[config.mk]
export PLATFORM = sky130hd
export DESIGN_NAME = right_shift
export DESIGN_NICKNAME = d
export VERILOG_FILES = /design/src/rtl/fpu_pkg.sv /design/src/rtl/right_shift_comb.sv /design/src/rtl/right_shift.sv
export SDC_FILE = /design/constraint.sdc
export NUM_CORES = 1
export LEC_CHECK = 0
export BUFFER_PORTS_ARGS = -buffer_cell sky130_fd_sc_hd__buf_2
export CAP_MARGIN = 40
export CORE_MARGIN = 2
export CORE_UTILIZATION = 47
export DETAILED_ROUTE_END_ITERATION = 16
export GPL_ROUTABILITY_DRIVEN = 0
export GPL_TIMING_DRIVEN = 1
export MAX_ROUTING_LAYER = met4
export PLACE_DENSITY = 0.76
export SYNTH_ARGS = -nofsm -noshare
export SYNTH_HDL_FRONTEND = slang
export SYNTH_SLANG_ARGS = --single-unit
[constraint.sdc]
create_clock -name CLK -period 1 [get_ports CLK]
set_clock_uncertainty 0.15 [all_clocks]
set_input_delay 0.2 -clock CLK [delete_from_list [all_inputs] [get_ports CLK]]
set_output_delay 0.2 -clock CLK [all_outputs]
set_load 0.01 [all_outputs]
[src/rtl/fpu_pkg.sv]
`default_nettype none
// ============================================================================
// Module      : fpu_pkg
// Description : Shared FPU widths and types used by the mantissa datapath.
// Revision    : 1.0 - initial release
// ============================================================================
package fpu_pkg;

  localparam int FRAC_W = 25;
  localparam int EXP_W  = 8;

  typedef logic [FRAC_W-1:0] frac_t;
  typedef logic [EXP_W-1:0]  exp_diff_t;

endpackage : fpu_pkg
`default_nettype wire

[src/rtl/right_shift_comb.sv]
`default_nettype none
// ============================================================================
// Module      : right_shift_comb
// Description : Combinational log2 barrel right shifter, zero-filled; shift
//               distances >= WIDTH give zero. RIGHT_SHIFT_STICKY_EN adds a
//               sticky output (OR of all bits shifted out).
// Revision    : 1.0 - initial release
// ============================================================================
module right_shift_comb #(
  parameter int WIDTH   = 25,
  parameter int SHIFT_W = 8
) (
  input  logic [WIDTH-1:0]   fraction,
  input  logic [SHIFT_W-1:0] shift_amount,
`ifdef RIGHT_SHIFT_STICKY_EN
  output logic               sticky,
`endif
  output logic [WIDTH-1:0]   result
);

  localparam int NSTAGE = $clog2(WIDTH);

  logic [WIDTH-1:0] stg [NSTAGE+1];
  logic             overflow;

  assign stg[0]   = fraction;
  // The stages only see the low NSTAGE bits; anything reaching WIDTH or
  // beyond is caught here so there is no modulo wrap.
  assign overflow = 32'(shift_amount) >= 32'(WIDTH);

  for (genvar k = 0; k < NSTAGE; k++) begin : g_stage
    localparam int S = 1 << k;
    assign stg[k+1] = shift_amount[k] ? {{S{1'b0}}, stg[k][WIDTH-1:S]} : stg[k];
  end

  assign result = overflow ? '0 : stg[NSTAGE];

`ifdef RIGHT_SHIFT_STICKY_EN
  logic stk [NSTAGE+1];

  assign stk[0] = 1'b0;

  for (genvar k = 0; k < NSTAGE; k++) begin : g_sticky
    localparam int S = 1 << k;
    assign stk[k+1] = stk[k] | (shift_amount[k] & (|stg[k][S-1:0]));
  end

  assign sticky = overflow ? (|fraction) : stk[NSTAGE];
`endif

endmodule : right_shift_comb
`default_nettype wire

[src/rtl/right_shift.sv]
`default_nettype none
// ============================================================================
// Module      : right_shift
// Description : Registered mantissa-alignment right shifter, 1-cycle latency.
//               Optional sticky output under RIGHT_SHIFT_STICKY_EN.
// Revision    : 1.0 - initial release
// ============================================================================
module right_shift
  import fpu_pkg::*;
#(
  parameter int WIDTH   = FRAC_W,
  parameter int SHIFT_W = EXP_W
) (
  input  logic               CLK,
  input  logic               nRST,
  input  logic               in_valid,
  input  logic [WIDTH-1:0]   fraction,
  input  logic [SHIFT_W-1:0] shift_amount,
`ifdef RIGHT_SHIFT_STICKY_EN
  output logic               sticky,
`endif
  output logic               out_valid,
  output logic [WIDTH-1:0]   result
);

  logic [WIDTH-1:0] shifted;
`ifdef RIGHT_SHIFT_STICKY_EN
  logic             shifted_sticky;
`endif

  right_shift_comb #(
    .WIDTH   (WIDTH),
    .SHIFT_W (SHIFT_W)
  ) u_comb (
    .fraction     (fraction),
    .shift_amount (shift_amount),
`ifdef RIGHT_SHIFT_STICKY_EN
    .sticky       (shifted_sticky),
`endif
    .result       (shifted)
  );

  // Result (and sticky) hold their last value on idle cycles.
  always_ff @(posedge CLK or negedge nRST) begin
    if (!nRST) begin
      out_valid <= 1'b0;
      result    <= '0;
`ifdef RIGHT_SHIFT_STICKY_EN
      sticky    <= 1'b0;
`endif
    end else begin
      out_valid <= in_valid;
      if (in_valid) begin
        result <= shifted;
`ifdef RIGHT_SHIFT_STICKY_EN
        sticky <= shifted_sticky;
`endif
      end
    end
  end

endmodule : right_shift
`default_nettype wire

* Yosys cells after proc, flatten, opt, wreduce, memory -nomap -nowiden
Index checks and enable logic that the tools add are counted.
** Word-level totals
- Memories :: 0
- Register bits :: 26
- Output and inout port bits :: 26
- Latch bits :: 0
- Bits in writable memories :: 0
- ROM bits :: 0
** Operators by class
- Order comparisons :: 1
- Muxes and demuxes :: 6
- Bitwise logic cells :: 0
- Eq/ne operators :: 0
- Multipliers :: 0
- Div/mod/pow operators :: 0
- Shift operators :: 0
- Add/sub/neg operators :: 0
- Reductions and logical operators :: 0
** Operator list (count)
- 2-to-1 mux 25 bit :: 6
- >= comparator 8 x 5 -> 1 bit (second input constant) :: 1

* Depth between registers and ports, before layout
- Word-level depth :: 6
- Mapped depth :: 6

* Modules after synthesis
A second synthesis with hierarchy kept.
** Second synthesis, totals
- Cells, all modules :: 238
- Area total of the unflattened synthesis :: 2328.5 µm²
** By module, submodules not included
- right_shift_comb :: seq. area each 0.0 µm², times used 1, cells an instance 184, area each 1270.0 µm²
- right_shift :: seq. area each 650.6 µm², times used 1, cells an instance 54, area each 1058.5 µm²

* Least setup slack after synthesis
OpenSTA, ideal clock, no wires.
- Path kind :: input-to-reg
- Start point :: in shift_amount[0]
- End point :: reg result[4]
- Setup time :: 0.142 ns
- Setup slack :: -0.754 ns
- Data arrival time :: 1.462 ns
- Cell stages on the path :: 5
- Cells stage by stage :: buf_6 -> mux4_1 -> mux2_2 -> a32oi_1 -> o221ai_1
** Between the ends
- Word-level cells in the longest chain between the ends :: 6
** RTL lines
- from (decl) :: line right_shift.sv:18 : input logic [SHIFT_W-1:0] shift_amount,
- 2-to-1 mux 25 bit (5 in series) :: line right_shift_comb.sv:33 : assign stg[k+1] = shift_amount[k] ? {{S{1'b0}}, stg[k][WIDTH-1:S]} : stg[k];
- 2-to-1 mux 25 bit * :: line right_shift_comb.sv:36 : assign result = overflow ? '0 : stg[NSTAGE];
- to (signal assigned) :: line right_shift.sv:54 : result <= shifted;
- to (decl) :: line right_shift.sv:23 : output logic [WIDTH-1:0] result
Mark *: on every way between the ends. The rest lies on a longest branch, timed or not.
A chain may end at the register's enable or synchronous reset.

* Worst setup path after layout
- Start point :: in shift_amount[0]
- End point :: reg result[5]
The elaborated chain is that of the path after synthesis.

==> impl_metrics.prom <==
# TYPE chip_impl_metric gauge
chip_impl_metric{name="antennaDiodeCount",unit=""} 0
chip_impl_metric{name="dp.cells",unit=""} 334
chip_impl_metric{name="slowest_delay",unit="ns"} 0.52
chip_impl_metric{name="via_count",unit=""} 2240
chip_impl_metric{name="timing.reg2reg.worst_path_depth",unit=""} 3
chip_impl_metric{name="cts_buffers",unit=""} 3
chip_impl_metric{name="post_synth_edffs",unit=""} 0
chip_impl_metric{name="grt_antenna_before_repair",unit=""} 0
chip_impl_metric{name="worst_ir_drop_vdd",unit="V"} 0.0005609
chip_impl_metric{name="max_slew_margin",unit="%"} 79.46
chip_impl_metric{name="fin_hold_ws",unit="ns"} 0.02148
chip_impl_metric{name="io_buffers",unit=""} 61
chip_impl_metric{name="slew_viol_final",unit=""} 0
chip_impl_metric{name="flop2flop_setup_slack",unit="ns"} -0.16
chip_impl_metric{name="post_synth_inst_count",unit=""} 180
chip_impl_metric{name="floorplan.initialDensity",unit="%"} 49.09
chip_impl_info{name="layout.cells.most_common",value="buf_4"} 1
chip_impl_metric{name="crit_fanout",unit=""} 9
chip_impl_info{name="timing.rr.end",value="result[0]"} 1
chip_impl_metric{name="critical_path_required",unit="ns"} 1.05
chip_impl_metric{name="pre_cts_ws",unit="ns"} -0.9567
chip_impl_metric{name="cp_num_buf_inv",unit=""} 2
chip_impl_metric{name="final_core_utilization",unit="%"} 79.82
chip_impl_info{name="worst_setup_path_end_kind",value="register"} 1
chip_impl_metric{name="clk_latency",unit="ns"} 0.28
chip_impl_metric{name="fp.dieArea",unit="mm2"} 0.005136
chip_impl_metric{name="period_minus_slack",unit="ns"} 1.492
chip_impl_metric{name="path_clk_slew",unit="ns"} 0.09
chip_impl_metric{name="grt_start_max_net_pins",unit=""} 27
chip_impl_metric{name="die-height",unit="um"} 71.67
chip_impl_metric{name="worst-slew-pin-transition",unit="ns"} 0.3070
chip_impl_metric{name="clock_sink_count",unit=""} 26
chip_impl_metric{name="final.setup.worst_slack",unit="ns"} -0.4923
chip_impl_metric{name="synthesis.area",unit="mm2"} 0.002152
chip_impl_metric{name="totalWireLength",unit="um"} 6830
chip_impl_info{name="biggest_area_consumer_among_synthesized_cells",value="dfrtp_1"} 1
chip_impl_metric{name="finalCritPeriodShare",unit="%"} 149.2
chip_impl_metric{name="buffer_levels_on_the_longest_clock_path",unit=""} 2
chip_impl_info{name="violations",value="negative setup slack"} 1
chip_impl_info{name="timing.critical_path.slowest_stage_cell",value="mux4_2"} 1
chip_impl_metric{name="drc_viols",unit=""} 0
chip_impl_metric{name="htree_num_levels",unit=""} 1
chip_impl_metric{name="ys_async_sr_fraction",unit="%"} 100.0
chip_impl_metric{name="setup_viol_count_final",unit=""} 51
chip_impl_metric{name="fmaxAchievable",unit="MHz"} 670.1
chip_impl_info{name="synth_top_flop_cell",value="dfrtp_1"} 1
chip_impl_info{name="most-common-layout-cells",value="buf_4 (73), buf_2 (50), dfrtp_1 (26)"} 1
chip_impl_metric{name="dp.final_hpwl",unit="um"} 4795
chip_impl_metric{name="num-nets-final",unit=""} 353
chip_impl_info{name="worst_path_dominant_cell_family",value="multiplexers"} 1
chip_impl_metric{name="number_of_drc_markers_in_iteration_0",unit=""} 146
chip_impl_metric{name="layout.filler_cells",unit=""} 249
chip_impl_info{name="hold_path.class",value="input pin to register"} 1
chip_impl_metric{name="fraction_of_final_layout_cells_with_drive_strength_greater_than_1",unit="%"} 67.09
chip_impl_metric{name="antenna_left",unit=""} 0
chip_impl_metric{name="fp.coreArea",unit="mm2"} 0.004384
chip_impl_info{name="setup.worst_path.class",value="input pin to register"} 1
chip_impl_metric{name="mappedNetlistNets",unit=""} 216
chip_impl_metric{name="layout-area-overhead-vs-synth",unit="%"} 62.62
chip_impl_info{name="cp_cell_sequence",value="buf_12 -> buf_8 -> mux2i_1 -> mux4_2 -> or3_1 -> o211ai_1"} 1
chip_impl_info{name="tritoncts",value="built"} 1
chip_impl_metric{name="ios",unit=""} 62
chip_impl_metric{name="synth_sequential_area_ratio",unit="%"} 30.23
chip_impl_info{name="sort_of_element_at_the_start_of_the_critical_path",value="input pin"} 1
chip_impl_info{name="timing.rr.start",value="result[0]"} 1
chip_impl_metric{name="post_drt_wl_per_cell",unit="um"} 18.56
chip_impl_metric{name="leakagePower",unit="nW"} 1.675
chip_impl_info{name="clock_tree.root_cell",value="clkbuf_8"} 1
chip_impl_metric{name="grt_pass1_vias",unit=""} 2238
chip_impl_metric{name="yosysWarnings",unit=""} 0
chip_impl_info{name="hp_start",value="in_valid"} 1
chip_impl_metric{name="grt_ovf",unit=""} 0
chip_impl_metric{name="number_of_optimization_iterations_in_the_first_detailed_route_pass",unit=""} 4
chip_impl_info{name="rsz0062_at_grt",value="true"} 1
chip_impl_metric{name="rows",unit=""} 24
chip_impl_metric{name="vias_per_instance",unit=""} 6.087
chip_impl_metric{name="synth.lib_cells_used.distinct",unit=""} 42
chip_impl_metric{name="hold-path-cell-count",unit=""} 2
chip_impl_info{name="hold-path-endpoint",value="out_valid"} 1
chip_impl_metric{name="synth-seq-cells",unit=""} 26
chip_impl_info{name="run_status",value="finished, violations left"} 1
chip_impl_metric{name="netlist.area_leader.share",unit="%"} 30.23
chip_impl_metric{name="layout.cells.non_filler",unit=""} 368
chip_impl_metric{name="max_cap_violations",unit=""} 0
chip_impl_metric{name="syn_avg_cell_area",unit="um2"} 11.96
chip_impl_metric{name="die_width",unit="um"} 71.67
chip_impl_metric{name="p_per_area",unit="mW/mm2"} 860.0
chip_impl_metric{name="worstSetupPathDepth",unit=""} 6
chip_impl_metric{name="grt_use_total",unit="%"} 27.74
chip_impl_metric{name="wire_length_of_the_first_global_routing_pass",unit="um"} 10780
chip_impl_info{name="synthTopCellsByArea",value="dfrtp_1 (30%), mux4_2 (18%), mux2i_1 (12%)"} 1
chip_impl_metric{name="worst_ep_arrival_time",unit="ns"} 1.54
chip_impl_metric{name="timing.final.hold_violations",unit=""} 0
registers in the layout, summed over array words and instances, names as in the netlist:
name,count
result,25
out_valid,1
cell families (layout without fill, tap and decap cells):
family / count (synthesis) / after routing / synth area share (%)
buffers and inverters: 20 / 156 / 5.465
and+or+nand+nor: 36 / 36 / 8.314
muxes: 54 / 54 / 38.95
DFF: 26 / 26 / 30.23
AOI/OAI and AO/OA: 44 / 44 / 17.04
cell usage after synthesis, types with 2 or more instances:
master and n:
buf_2 6, and2_1 2, a2bb2oi_1 3, a221o_1 2, buf_6 2, o21ai_0 2
inv_1 3, a32oi_1 3, nor2_1 8, nor3_1 4, o221ai_1 5, nand2_1 9
mux4_1 4, a211o_1 2, nand3_1 6, clkbuf_1 5, o211ai_1 4, o2bb2ai_1 7
dfrtp_1 26, nor2b_1 2, nand2b_1 2, mux2_2 6, a22oi_1 3, mux4_2 17
a32o_1 5, mux2i_1 26
through the flow:
stage / setup TNS [ns] / cell area [um2] / power [mW]
4_1_cts: -12.42 / 3398 / 2.940
5_1_grt: -14.63 / 3500 / 3.121
3_5_place_dp: -20.96 / 2933 / 2.088
2_1_floorplan: -13.83 / 2235 / 1.667
3_3_place_gp: -20.40 / 2933 / 2.068
6_report: -12.94 / 3500 / 3.009
where the power goes:
| group | switching (mW) | internal, mW |
|---|---|---|
| registers | 0.0132 | 1.08 |
| clock network | 0.342 | 0.353 |
| logic | 0.549 | 0.676 |
| total | 0.905 | 2.10 |
worst reg2reg max path, delay by kind of cell (launching register included):
family | cells | cell delay [ns]
buf+inv | 1 | 0.14
flops | 1 | 0.41
compound gates | 2 | 0.34
per-layer routing:
layer / GRT usage (%) / wire length, um / vias up
met5: - / 0 / -
met3: 3.235 / 435 / 20
met1: 36.07 / 2773 / 1113
met2: 44.86 / 3451 / 103
li1: - / - / 1004
met4: 10.48 / 170 / 0
final cells by class:
| class | count | area [um2] | share of cell area, % |
|---|---|---|---|
| clock buffers | 4 | 55.05 | 1.573 |
| inverters | 5 | 18.77 | 0.5363 |
| multi-input cells | 134 | 1580 | 45.16 |
| flip-flops and latches | 26 | 650.6 | 18.59 |
| well taps | 52 | 65.06 | 1.859 |
| repair buffers | 147 | 1130 | 32.28 |
repair_timing:
item	CTS	global route
pin swaps	17	7
hold endpoints to repair	26	0
gates resized for setup	55	12
gates cloned	1	0
buffers inserted	23	6
hold buffers	1	0
setup endpoints to repair	51	51
how the worst max path moves through the flow:
| stage | from | end | slack (ns) |
|---|---|---|---|
| 3_3_place_gp | shift_amount[0] | result[0] | -0.91 |
| 5_1_grt | shift_amount[0] | result[2] | -0.52 |
| 2_1_floorplan | shift_amount[0] | result[1] | -0.72 |
| 4_1_cts | shift_amount[0] | result[5] | -0.44 |
| 6_report | shift_amount[0] | result[5] | -0.49 |
| 3_5_place_dp | shift_amount[0] | result[10] | -0.96 |
Note: power is estimated with default switching activity, not from simulation.
